[config.mk]
export PLATFORM = sky130hd
export DESIGN_NAME = stock_keeper
export DESIGN_NICKNAME = d
export VERILOG_FILES = /design/src/rtl/stock_pkg.sv /design/src/rtl/stock_alu.sv /design/src/rtl/stock_keeper.sv
export SDC_FILE = /design/constraint.sdc
export NUM_CORES = 1
export LEC_CHECK = 0
export ABC_AREA = 0
export ABC_CLOCK_PERIOD_IN_PS = 4059
export CAP_MARGIN = 30
export CORE_ASPECT_RATIO = 0.8
export CORE_MARGIN = 3
export CORE_UTILIZATION = 38
export CTS_CLUSTER_DIAMETER = 50
export DETAILED_ROUTE_END_ITERATION = 10
export MAX_ROUTING_LAYER = met4
export PLACE_DENSITY = 0.68
export REMOVE_ABC_BUFFERS = 1
export SYNTH_ARGS = -nofsm -noshare
export SYNTH_HDL_FRONTEND = slang
export SYNTH_SLANG_ARGS = --single-unit
[constraint.sdc]
create_clock -name clk -period 4.06 [get_ports clk]
set_input_delay 0.812 -clock clk [delete_from_list [all_inputs] [get_ports clk]]
set_output_delay 0.812 -clock clk [all_outputs]
set_load 0.05 [all_outputs]
[src/rtl/stock_pkg.sv]
// Shared constants and types for the vending-machine stock register bank.
package stock_pkg;

    localparam int NUM_ITEMS = 7;
    localparam int CNT_W     = 3;
    localparam logic [CNT_W-1:0] CNT_MAX   = {CNT_W{1'b1}};
    localparam logic [2:0]       ITEM_NONE = 3'd0;

    typedef enum logic [1:0] {
        IDLE,
        EVAL,
        COMMIT,
        RESP
    } state_t;

    typedef struct packed {
        logic             supply;
        logic [2:0]       item;
        logic [CNT_W-1:0] qty;
    } req_t;

endpackage

[src/rtl/stock_alu.sv]
// Combinational supply/sale rule for one stock counter: saturating restock,
// all-or-nothing sale.
module stock_alu
    import stock_pkg::*;
(
    input  logic             supply,
    input  logic [CNT_W-1:0] count,
    input  logic [CNT_W-1:0] qty,
    output logic [CNT_W-1:0] new_count,
    output logic [CNT_W-1:0] granted,
    output logic             ok
);

    // One extra bit keeps headroom and the compares free of wrap.
    logic [CNT_W:0] headroom;
    logic [CNT_W:0] qty_w;
    logic [CNT_W:0] cnt_w;

    assign headroom = {1'b0, CNT_MAX} - {1'b0, count};
    assign qty_w    = {1'b0, qty};
    assign cnt_w    = {1'b0, count};

    always_comb begin
        new_count = count;
        granted   = '0;
        ok        = 1'b0;
        if (supply) begin
            if (qty_w <= headroom) begin
                granted = qty;
                ok      = 1'b1;
            end else begin
                granted = headroom[CNT_W-1:0];
            end
            new_count = count + granted;
        end else if (qty_w <= cnt_w) begin
            new_count = count - qty;
            granted   = qty;
            ok        = 1'b1;
        end
    end

endmodule

[src/rtl/stock_keeper.sv]
// Per-item stock register bank with a four-state request/response sequencer
// (accept, evaluate, commit, respond).
module stock_keeper
    import stock_pkg::*;
(
    input  logic                 clk,
    input  logic                 reset,
    input  logic                 req_valid,
    output logic                 req_ready,
    input  logic                 req_supply,
    input  logic [2:0]           req_item,
    input  logic [CNT_W-1:0]     req_qty,
    output logic                 resp_valid,
    input  logic                 resp_ready,
    output logic                 resp_ok,
    output logic [CNT_W-1:0]     resp_granted,
    output logic [CNT_W-1:0]     count1,
    output logic [CNT_W-1:0]     count2,
    output logic [CNT_W-1:0]     count3,
    output logic [CNT_W-1:0]     count4,
    output logic [CNT_W-1:0]     count5,
    output logic [CNT_W-1:0]     count6,
    output logic [CNT_W-1:0]     count7,
    output logic [NUM_ITEMS-1:0] sold_out
);

    state_t state, state_nxt;
    req_t   req_q;

    logic [NUM_ITEMS-1:0][CNT_W-1:0] cnt;
    logic [CNT_W-1:0]                pend_cnt;
    logic                            pend_we;

    logic             req_bad;
    logic [2:0]       idx;
    logic [CNT_W-1:0] cur_cnt;
    logic [CNT_W-1:0] alu_cnt;
    logic [CNT_W-1:0] alu_granted;
    logic             alu_ok;

    // Item 0 would index past the array; steer it to slot 0 and mask the write.
    assign req_bad = (req_q.item == ITEM_NONE) || (req_q.qty == '0);
    assign idx     = (req_q.item == ITEM_NONE) ? 3'd0 : req_q.item - 3'd1;
    assign cur_cnt = cnt[idx];

    stock_alu u_alu (
        .supply    (req_q.supply),
        .count     (cur_cnt),
        .qty       (req_q.qty),
        .new_count (alu_cnt),
        .granted   (alu_granted),
        .ok        (alu_ok)
    );

    always_ff @(posedge clk) begin
        if (reset) state <= IDLE;
        else       state <= state_nxt;
    end

    always_comb begin
        state_nxt  = state;
        req_ready  = 1'b0;
        resp_valid = 1'b0;
        case (state)
            IDLE: begin
                req_ready = 1'b1;
                if (req_valid) state_nxt = EVAL;
            end
            EVAL:   state_nxt = COMMIT;
            COMMIT: state_nxt = RESP;
            RESP: begin
                resp_valid = 1'b1;
                if (resp_ready) state_nxt = IDLE;
            end
            default: state_nxt = IDLE;
        endcase
    end

    always_ff @(posedge clk) begin
        if (reset) begin
            req_q        <= '0;
            resp_ok      <= 1'b0;
            resp_granted <= '0;
            pend_cnt     <= '0;
            pend_we      <= 1'b0;
            cnt          <= '0;
        end else begin
            case (state)
                IDLE: if (req_valid) req_q <= '{supply: req_supply, item: req_item, qty: req_qty};
                EVAL: begin
                    resp_ok      <= alu_ok & ~req_bad;
                    resp_granted <= req_bad ? '0 : alu_granted;
                    pend_cnt     <= alu_cnt;
                    pend_we      <= ~req_bad;
                end
                COMMIT: if (pend_we) cnt[idx] <= pend_cnt;
                default: ;
            endcase
        end
    end

    generate
        for (genvar i = 0; i < NUM_ITEMS; i++) begin : g_sold
            assign sold_out[i] = (cnt[i] == '0);
        end
    endgenerate

    assign count1 = cnt[0];
    assign count2 = cnt[1];
    assign count3 = cnt[2];
    assign count4 = cnt[3];
    assign count5 = cnt[4];
    assign count6 = cnt[5];
    assign count7 = cnt[6];

endmodule
==> impl_metrics.yaml, run 1 <==
worst_setup_path:
  worstPathCellList: "or2_2 > inv_2 > ha_4 > nor2_2 > or3_4 > o221a_2 > a21o_1 > ha_4 > o21bai_1 > a21oi_2 > nor2_2 > mux2_2 > ha_2 > fa_2 > o22ai_1 > nor3_1 > o21a_1"
  critPathMaxStageDelay_ps: 520
  cp_slowest_cell: "fa_2"
  cp_max_fo: 4
  r2r_slack_ps: 160
  worst_setup_path_end_kind: "flip-flop"
  cp.arrival_ps: 4140
  critPathKind: "reg -> reg"
  crit_buf_inv: 1
  startpoint_type: "flip-flop"
  cp_top_family: "adder cells"
  worstPathRequired_ps: 4290
synth:
  ys_seq_area_share_pct: 33.0
  ys_seq_elements: 38
  synth_largest_area_cell: "dfxtp_1"
  syn_area_um2: 2310
  synth.avg_cell_area_um2: 8.24
  async_reset_ff_share_pct: 0
  synth_flop_cell: "dfxtp_1"
  yosys_warnings: 0
  synth.top_cells.by_area: "dfxtp_1 (33%), mux2i_1 (9.5%), ha_1 (8.7%), nor2_1 (6.0%), a21oi_1 (4.3%)"
  synth.top_cell.area_share_pct: 33.0
  ys_types: 51
  synth-edff-count: 0
  syn-instance-count: 280
cts:
  clock_tree.buffer_depth: 2
  cts.sinks: 38
  clock_latency_ps: 290
  cts_inserted_buffers: 5
  htreeDepth: 2
  cts_hold_buffers: 0
  clkTransAtPathRegs_ps: 70
  cts_tree: "done"
  clockRootBuffer: "clkbuf_8"
timing:
  clock_skew_ps: 4.57
  fin_crit_ps: 3900
  finalSetupViolCount: 0
  slew_headroom_pct: 60.2
  tns_ps: 0
  hold_viol_final: 0
  drv_slew: 0
  worst-slew-pin-transition_ps: 592
  clock.fmax_mhz: 256
  period_share_pct: 96.1
layout:
  nNetsFinal: 358
  area_growth_pct: 31.5
  final_cells: 408
  diodes: 0
  drive_gt1_share_pct: 13.3
  fillers: 555
  layout_commonest_cell: "clkdlybuf4s50_1"
  layout_common_cells: "clkdlybuf4s50_1 (44), dfxtp_1 (37), nor2_1 (35)"
route:
  routedWlPerCell_um: 15.1
  drc: 0
  wirelength_um: 6180
  ant_nets: 0
  drtIter0Drc: 155
  first_pass_iters: 4
  vias: 2136
  via_per_inst: 5.24
place:
  hpwlAfterDp_um: 4610
  dpl.cell_count: 398
  place_congestion: 0.977
  io_buffers: 44
global_route:
  antenna_found_initial: 0
  grt_pass1_vias: 1927
  overflow: 0
  grt_pass1_wl_um: 10200
  track_usage_pct: 19.3
  grt_max_degree: 31
worst_hold_path:
  worstHoldPathType: "reg -> reg"
floorplanning:
  design.core.area_um2: 5650
  initial_utilization_pct: 40.9
  row_count: 24
  ios: 45
  die_area_um2: 7050
  die_h_um: 75.7
  die_x_um: 93.1
flow_run:
  maxCapViolCount: 0
run_status:
  status: "finished, final reports clean"
pwr:
  powerDensity_nw_per_um2: 464
  vdd_drop_max_mv: 0.395
  p_leak_uw: 0.00111
[layout make-up]
| type | instances | area (um2) | area share (%) |
|---|---|---|---|
| Multi-Input combinational cell | 211 | 1480 | 48.7 |
| Sequential cell | 38 | 762 | 25.1 |
| Timing Repair Buffer | 58 | 549 | 18.1 |
| Tap cell | 78 | 97.6 | 3.21 |
| Clock buffer | 7 | 86.3 | 2.84 |
| Inverter | 15 | 56.3 | 1.85 |
| Clock inverter | 1 | 5.00 | 0.165 |
[metrics by stage]
stage	worst slack, ps	utilization, %	hold WS, ps	instance area [um2]	power, uW
2_1_floorplan	-399	-	448	2240	884
3_3_place_gp	111	50.8	453	2870	1090
3_5_place_dp	-30.5	50.8	456	2870	1100
4_1_cts	6.82	52.5	467	2970	1370
5_1_grt	-34.4	53.8	505	3040	1510
6_report	159	53.8	464	3040	1410
[what timing repair did]
item                       CTS  global route
setup endpoints to repair    1             2
resized for setup            0            16
buffers inserted             1             1
pin swaps                    1             4
hold endpoints to repair     0             0
[state kept, by name, summed over array words and instances (netlist names)]
register	count
pend_cnt	3
pend_we	1
resp_granted	3
count1	3
req_q	7
count2	3
count7	3
count6	3
resp_ok	1
state	2
count3	3
count4	3
count5	3
[power breakdown]
group	leakage (uW)	total (uW)	switching [uW]	internal (uW)
Clock	0.0000482	270	133	137
Combinational	0.000749	674	390	284
Sequential	0.000308	464	57.1	407
[worst reg2reg max path: cells and delay by family, from the launching register on]
kind | cells | cell delay, ps
AND/OR/NAND/NOR | 5 | 1070
adder cells (fa/ha/maj) | 4 | 1070
AO/OA/AOI/OAI | 6 | 990
multiplexers | 1 | 350
flip-flops | 1 | 310
buffers and inverters | 1 | 70
[worst paths after layout]
kind | startpoint | endpoint | cells after the start
setup / recovery | req_q[3] | pend_cnt[1] | 17
hold / removal | resp_granted[2] | resp_granted[2] | 2
setup reg to reg | req_q[3] | pend_cnt[1] | 17
hold reg to reg | resp_granted[2] | resp_granted[2] | 2
[synth_stat cells (2+ instances only)]
library cell and count:
nand2b_1 9, nor3b_1 2, a21oi_1 20, mux2i_1 22, o22a_1 2, buf_2 2
or2_2 2, nor2_1 37, ha_1 16, o31ai_1 2, nor3_1 15, buf_1 2
inv_1 15, o41ai_1 2, nor2b_1 4, dfxtp_1 38, o21a_1 3, o21ai_0 8
nand3_1 9, nand2_1 25, nor4_2 3, clkbuf_1 11, fa_1 2, o22ai_1 2
[kinds of logic (layout without fill, tap and decap cells)]
logic type / after synthesis / after routing / synth area share (%)
simple gates: 114 / 114 / 24.4
compound gates: 53 / 53 / 15.0
flops: 38 / 38 / 33.0
buf+inv: 31 / 81 / 5.47
mux: 24 / 24 / 11.0
fa+ha+maj: 18 / 18 / 10.4
xor+xnor: 2 / 2 / 0.759
[per-layer routing]
| metal | vias to the layer above | share of wire, % | track usage (%) | routed length, um |
|---|---|---|---|---|
| met5 | - | 0 | - | 0 |
| li1 | 1078 | - | - | - |
| met4 | 0 | 0.97 | 6.02 | 60 |
| met1 | 986 | 50 | 28.8 | 3110 |
| met3 | 4 | 7.1 | 4.24 | 437 |
| met2 | 68 | 42 | 25.6 | 2570 |
Power figures use the tool's default switching activity.
==> inputs of run 2 (changes only) <==
CTS_CLUSTER_SIZE = 30   (was not set)
REMOVE_ABC_BUFFERS = not set   (was 1)
==> run 2 against run 1 <==
Net effect:
- final area is 0.45% lower
- hold slack got worse by 1.5 ps
- sequential power about the same
- count of clock-buffer cells in the layout is 1 lower
- setup slack improved by 66 ps
- wire length is 4.6% higher
- sequential share of layout area increased by 0.11 points
- global-route usage rose by 0.080 points
- critical endpoint is now pend_cnt[2]
- largest cell class unchanged
- largest power group unchanged
==> impl_metrics.yaml, run 2 (same netlist as run 1, synthesis figures left out) <==
cts:
  cts_inserted_buffers: 5
  cts.sinks: 38
  clock_latency_ps: 300
  cts_resized: 0
  cts_tree: "done"
  clockRootBuffer: "clkbuf_8"
  cts_setup_buffers: 0
  cts_hold_buffers: 0
  clkTransAtPathRegs_ps: 90
  htreeDepth: 2
  clock_tree.buffer_depth: 2
timing:
  period_share_pct: 94.5
  slew_headroom_pct: 47.9
  whs_ps: 462
  fin_crit_ps: 3830
  worst-slew-pin-transition_ps: 779
  finalSetupViolCount: 0
  drv_slew: 0
  hold_viol_final: 0
  rsz0062_at_grt: "no"
  setup_ws_ps: 225
  clock_skew_ps: 12.8
  tns_ps: 0
  clock.fmax_mhz: 261
place:
  pre_cts_ws_ps: 227
  place_congestion: 0.952
  hpwlAfterDp_um: 4780
  placedInstanceArea_um2: 2910
  io_buffers: 44
layout:
  seq_area_um2: 762
  regMostFlops: "req_q"
  layout_commonest_cell: "clkdlybuf4s50_1"
  area_growth_pct: 30.9
  multi_input_area_um2: 1500
  final_area_um2: 3020
  drive_gt1_share_pct: 12.3
  fillers: 541
  largest_register_ffs: 7
  nNetsFinal: 353
  diodes: 0
  layout_common_cells: "clkdlybuf4s50_1 (44), dfxtp_1 (37), nor2_1 (34)"
worst_setup_path:
  worstPathRequired_ps: 4260
  startpoint_type: "flip-flop"
  worst_setup_path_end_kind: "flip-flop"
  r2r_slack_ps: 230
  cp_max_fo: 7
  critPathKind: "reg -> reg"
  cp.arrival_ps: 4030
global_route:
  grt_pass1_wl_um: 10200
  overflow: 0
  track_usage_pct: 19.4
  grt_pass1_vias: 2012
  grt_max_degree: 24
  antenna_found_initial: 0
route:
  wirelength_um: 6460
  routedWlPerCell_um: 16.0
  drc: 0
  vias: 2148
  drt-met1-wl_um: 3220
  wl_met3_um: 502
  drtIter0Drc: 262
  top_layer: "met4"
  first_pass_iters: 4
  ant_nets: 0
  via_per_inst: 5.33
  dr_wl_met2_um: 2650
worst_hold_path:
  worstHoldPathType: "reg -> reg"
pwr:
  power.switching_uw: 595
  switching_share_pct: 41.9
  powerDensity_nw_per_um2: 469
  power_uw: 1420
  seq_power_share_pct: 32.9
  comb_power_share_pct: 47.5
  vdd_drop_max_mv: 0.151
  p_int_uw: 824
  p_leak_uw: 0.00108
  p_clk_share_pct: 19.6
flow_run:
  maxCapViolCount: 0
floorplanning:
  ios: 45
  die_h_um: 75.7
  initial_utilization_pct: 40.9
  row_count: 24
  die_x_um: 93.1
  design.core.area_um2: 5650
  die_area_um2: 7050
run_status:
  status: "finished, final reports clean"
synth:
  syn_nets: 309
run 2: cell types whose count changed in the layout (fill, tap and decap cells not counted), sizes merged:
| cell | change |
|---|---|
| clkbuf | -1 |
| clkinvlp | +1 |
| buf | -5 |
run 2: area by class of cell:
| class | instances | area share [%] |
|---|---|---|
| clock buffer | 6 | 2.73 |
| clock inverter | 2 | 0.414 |
| inverter | 15 | 1.86 |
| multi-input combinational | 211 | 49.8 |
| sequential | 38 | 25.2 |
| tap | 78 | 3.23 |
| timing repair buffer | 53 | 16.8 |
run 2: final timing paths:
check | from | end | cells after the start
min reg2reg | resp_granted[2] | resp_granted[2] | 2
max | req_q[3] | pend_cnt[2] | 19
max reg2reg | req_q[3] | pend_cnt[2] | 19
min | resp_granted[2] | resp_granted[2] | 2
run 2: power groups by stage:
stage,Sequential (uW),Clock (uW),Combinational [uW]
after floorplan,439,0,509
after global placement,472,0,647
after detailed placement,472,0,647
after CTS,464,285,652
after global routing,473,300,746
final,466,278,675
run 2: routing by layer:
metal | global-route usage (%) | up-vias
li1 | - | 1064
met1 | 28.5 | 989
met2 | 25.6 | 88
met3 | 3.55 | 7
met4 | 8.62 | 0
met5 | - | -
run 2: worst max-delay path, stage by stage, from the launching register on:
cell      delay [ps]
dfxtp_1          320
or2_4            250
inv_1             80
ha_4             160
nor2_4            50
or3_4            400
o221a_2          260
a21o_4           230
ha_4             250
o21bai_1         120
a21oi_1          100
nor2_2           180
mux2_4           330
ha_4             160
fa_2             330
xor2_1           150
nor2_1            60
a21oi_1          110
o22a_1           150
o21ai_0           70
run 2: metrics by stage:
step	util [%]	std cells
after floorplan	-	280
after global placement	51.5	395
after detailed placement	51.5	395
after CTS	53.1	403
after global routing	53.5	403
final	53.5	403
==> inputs of run 3 (changes only) <==
CORE_MARGIN = 1   (was 3)
==> run 3 against run 2 <==
Net effect:
- die area down 9.4%
- register-to-register slack better by 20 ps
- critical path depth down 2
- non-clock buffer count unchanged
- wire length down 2.5%
- global-route usage up 2.5 points
- count of clock-buffer cells in the layout unchanged
- sequential share of layout area down 0.52 points
- flip-flop and latch count unchanged
- combinational power down 0.6%
- final cell count unchanged
- first-iteration DRC count down 37%
- critical endpoint is now pend_cnt[1]
- highest routed layer unchanged
==> impl_metrics.yaml, run 3 (same netlist as run 1, synthesis figures left out) <==
layout:
  fillers: 539
  layout_common_cells: "clkdlybuf4s50_1 (44), dfxtp_1 (38), nor2_1 (35)"
  utilization_pct: 54.6
  drive_gt1_share_pct: 12.3
  diodes: 0
  area_growth_pct: 33.5
  final_area_um2: 3080
  layout_commonest_cell: "clkdlybuf4s50_1"
  largest_register_ffs: 7
  regMostFlops: "req_q"
  nNetsFinal: 353
timing:
  period_share_pct: 94.1
  clock_skew_ps: 5.52
  rsz0062_at_grt: "no"
  hold_viol_final: 0
  clock.fmax_mhz: 262
  fin_crit_ps: 3820
  drv_slew: 0
  finalSetupViolCount: 0
  tns_ps: 0
  setup_ws_ps: 241
  slew_headroom_pct: 33.1
  worst-slew-pin-transition_ps: 996
worst_setup_path:
  cp.arrival_ps: 4050
  worstPathRequired_ps: 4290
  startpoint_type: "flip-flop"
  worstPathCellList: "or2_4 > inv_1 > ha_4 > nor2_4 > or3_4 > o221a_2 > a21o_4 > ha_4 > o21bai_4 > a21oi_2 > nor2_2 > mux2_4 > ha_4 > fa_2 > o22ai_1 > nor3_1 > o21a_1"
  worst_setup_path_end_kind: "flip-flop"
  critPathKind: "reg -> reg"
  cp_max_fo: 7
  cpMostUsedCell: "ha_4"
  crit_buf_inv: 1
  critPathMaxStageDelay_ps: 510
  cp_slowest_cell: "fa_2"
  cp_top_family: "adder cells"
place:
  pre_cts_ws_ps: 151
  place_congestion: 0.941
  placedInstanceArea_um2: 2900
  hpwlAfterDp_um: 4560
  io_buffers: 44
floorplanning:
  die_h_um: 71.7
  initial_utilization_pct: 40.9
  die_area_um2: 6390
  die_x_um: 89.1
  row_count: 24
  ios: 45
  design.core.area_um2: 5650
cts:
  cts.sinks: 38
  clock_tree.buffer_depth: 2
  cts_inserted_buffers: 5
  clockRootBuffer: "clkbuf_8"
  cts_hold_buffers: 0
  clock_latency_ps: 280
  cts_tree: "done"
  htreeDepth: 2
  clkTransAtPathRegs_ps: 80
worst_hold_path:
  worstHoldPathType: "reg -> reg"
pwr:
  power_uw: 1530
  vdd_drop_max_mv: 0.178
  p_leak_uw: 0.00111
  powerDensity_nw_per_um2: 497
route:
  wirelength_um: 6300
  drc: 0
  vias: 2137
  ant_nets: 0
  first_pass_iters: 4
  drtIter0Drc: 166
  routedWlPerCell_um: 15.6
  via_per_inst: 5.30
global_route:
  overflow: 0
  grt_max_degree: 25
  grt_pass1_vias: 1933
  antenna_found_initial: 0
  grt_pass1_wl_um: 10300
  track_usage_pct: 21.9
run_status:
  status: "finished, final reports clean"
synth:
  syn_nets: 309
flow_run:
  maxCapViolCount: 0
==> run 3: changes by cell type in the layout (fill, tap and decap cells not counted), sizes merged <==
cell      delta
bufinv       +2
clkinv       -1
clkinvlp     -1
==> run 3: layout make-up <==
cell class                 count  area (um2)  share of cell area (%)
clock buffer                   6        82.6                    2.68
sequential                    38         761                    24.7
clock inverter                 2        60.1                    1.95
tap                           78        97.6                    3.17
multi-input combinational    211        1520                    49.2
inverter                      15        56.3                    1.83
timing repair buffer          53         508                    16.5
==> run 3: power breakdown <==
part	switching, uW	internal, uW
combinational	397	273
sequential	57.1	407
clock	137	262
total	591	942
==> run 3: what timing repair did <==
action	4_1_cts	5_1_grt
resized for setup	0	6
buffers inserted	0	1
endpoints found under the setup margin	0	2
endpoints found under the hold margin	0	0
==> run 3: metal layers <==
metal	global-route usage [%]	part of all wire, %
met3	4.72	7.5
met2	26.0	39
met5	-	0
met4	6.70	1.7
met1	35.1	51
==> run 3: final timing paths <==
check / start / endpoint / slack (ps) / cells after the start
worst max-delay path: req_q[3] / pend_cnt[1] / 240 / 17
worst min-delay path: resp_granted[2] / resp_granted[2] / 460 / 2
worst max register to register: req_q[3] / pend_cnt[1] / 240 / 17
worst min register to register: resp_granted[2] / resp_granted[2] / 460 / 2
==> run 3: metrics by stage <==
step / cells / hold WS [ps]
after floorplan: 280 / 454
after global placement: 394 / 452
after detailed placement: 394 / 453
after CTS: 402 / 465
after global routing: 403 / 500
final: 403 / 462
==> run 3: worst register-to-register path, cell delays in order (launching register included) <==
cell and delay [ps]:
dfxtp_1 310, or2_4 250, inv_1 90, ha_4 160
nor2_4 50, or3_4 400, o221a_2 260, a21o_4 230
ha_4 270, o21bai_4 120, a21oi_2 80, nor2_2 150
mux2_4 330, ha_4 160, fa_2 510, o22ai_1 70
nor3_1 190, o21a_1 140
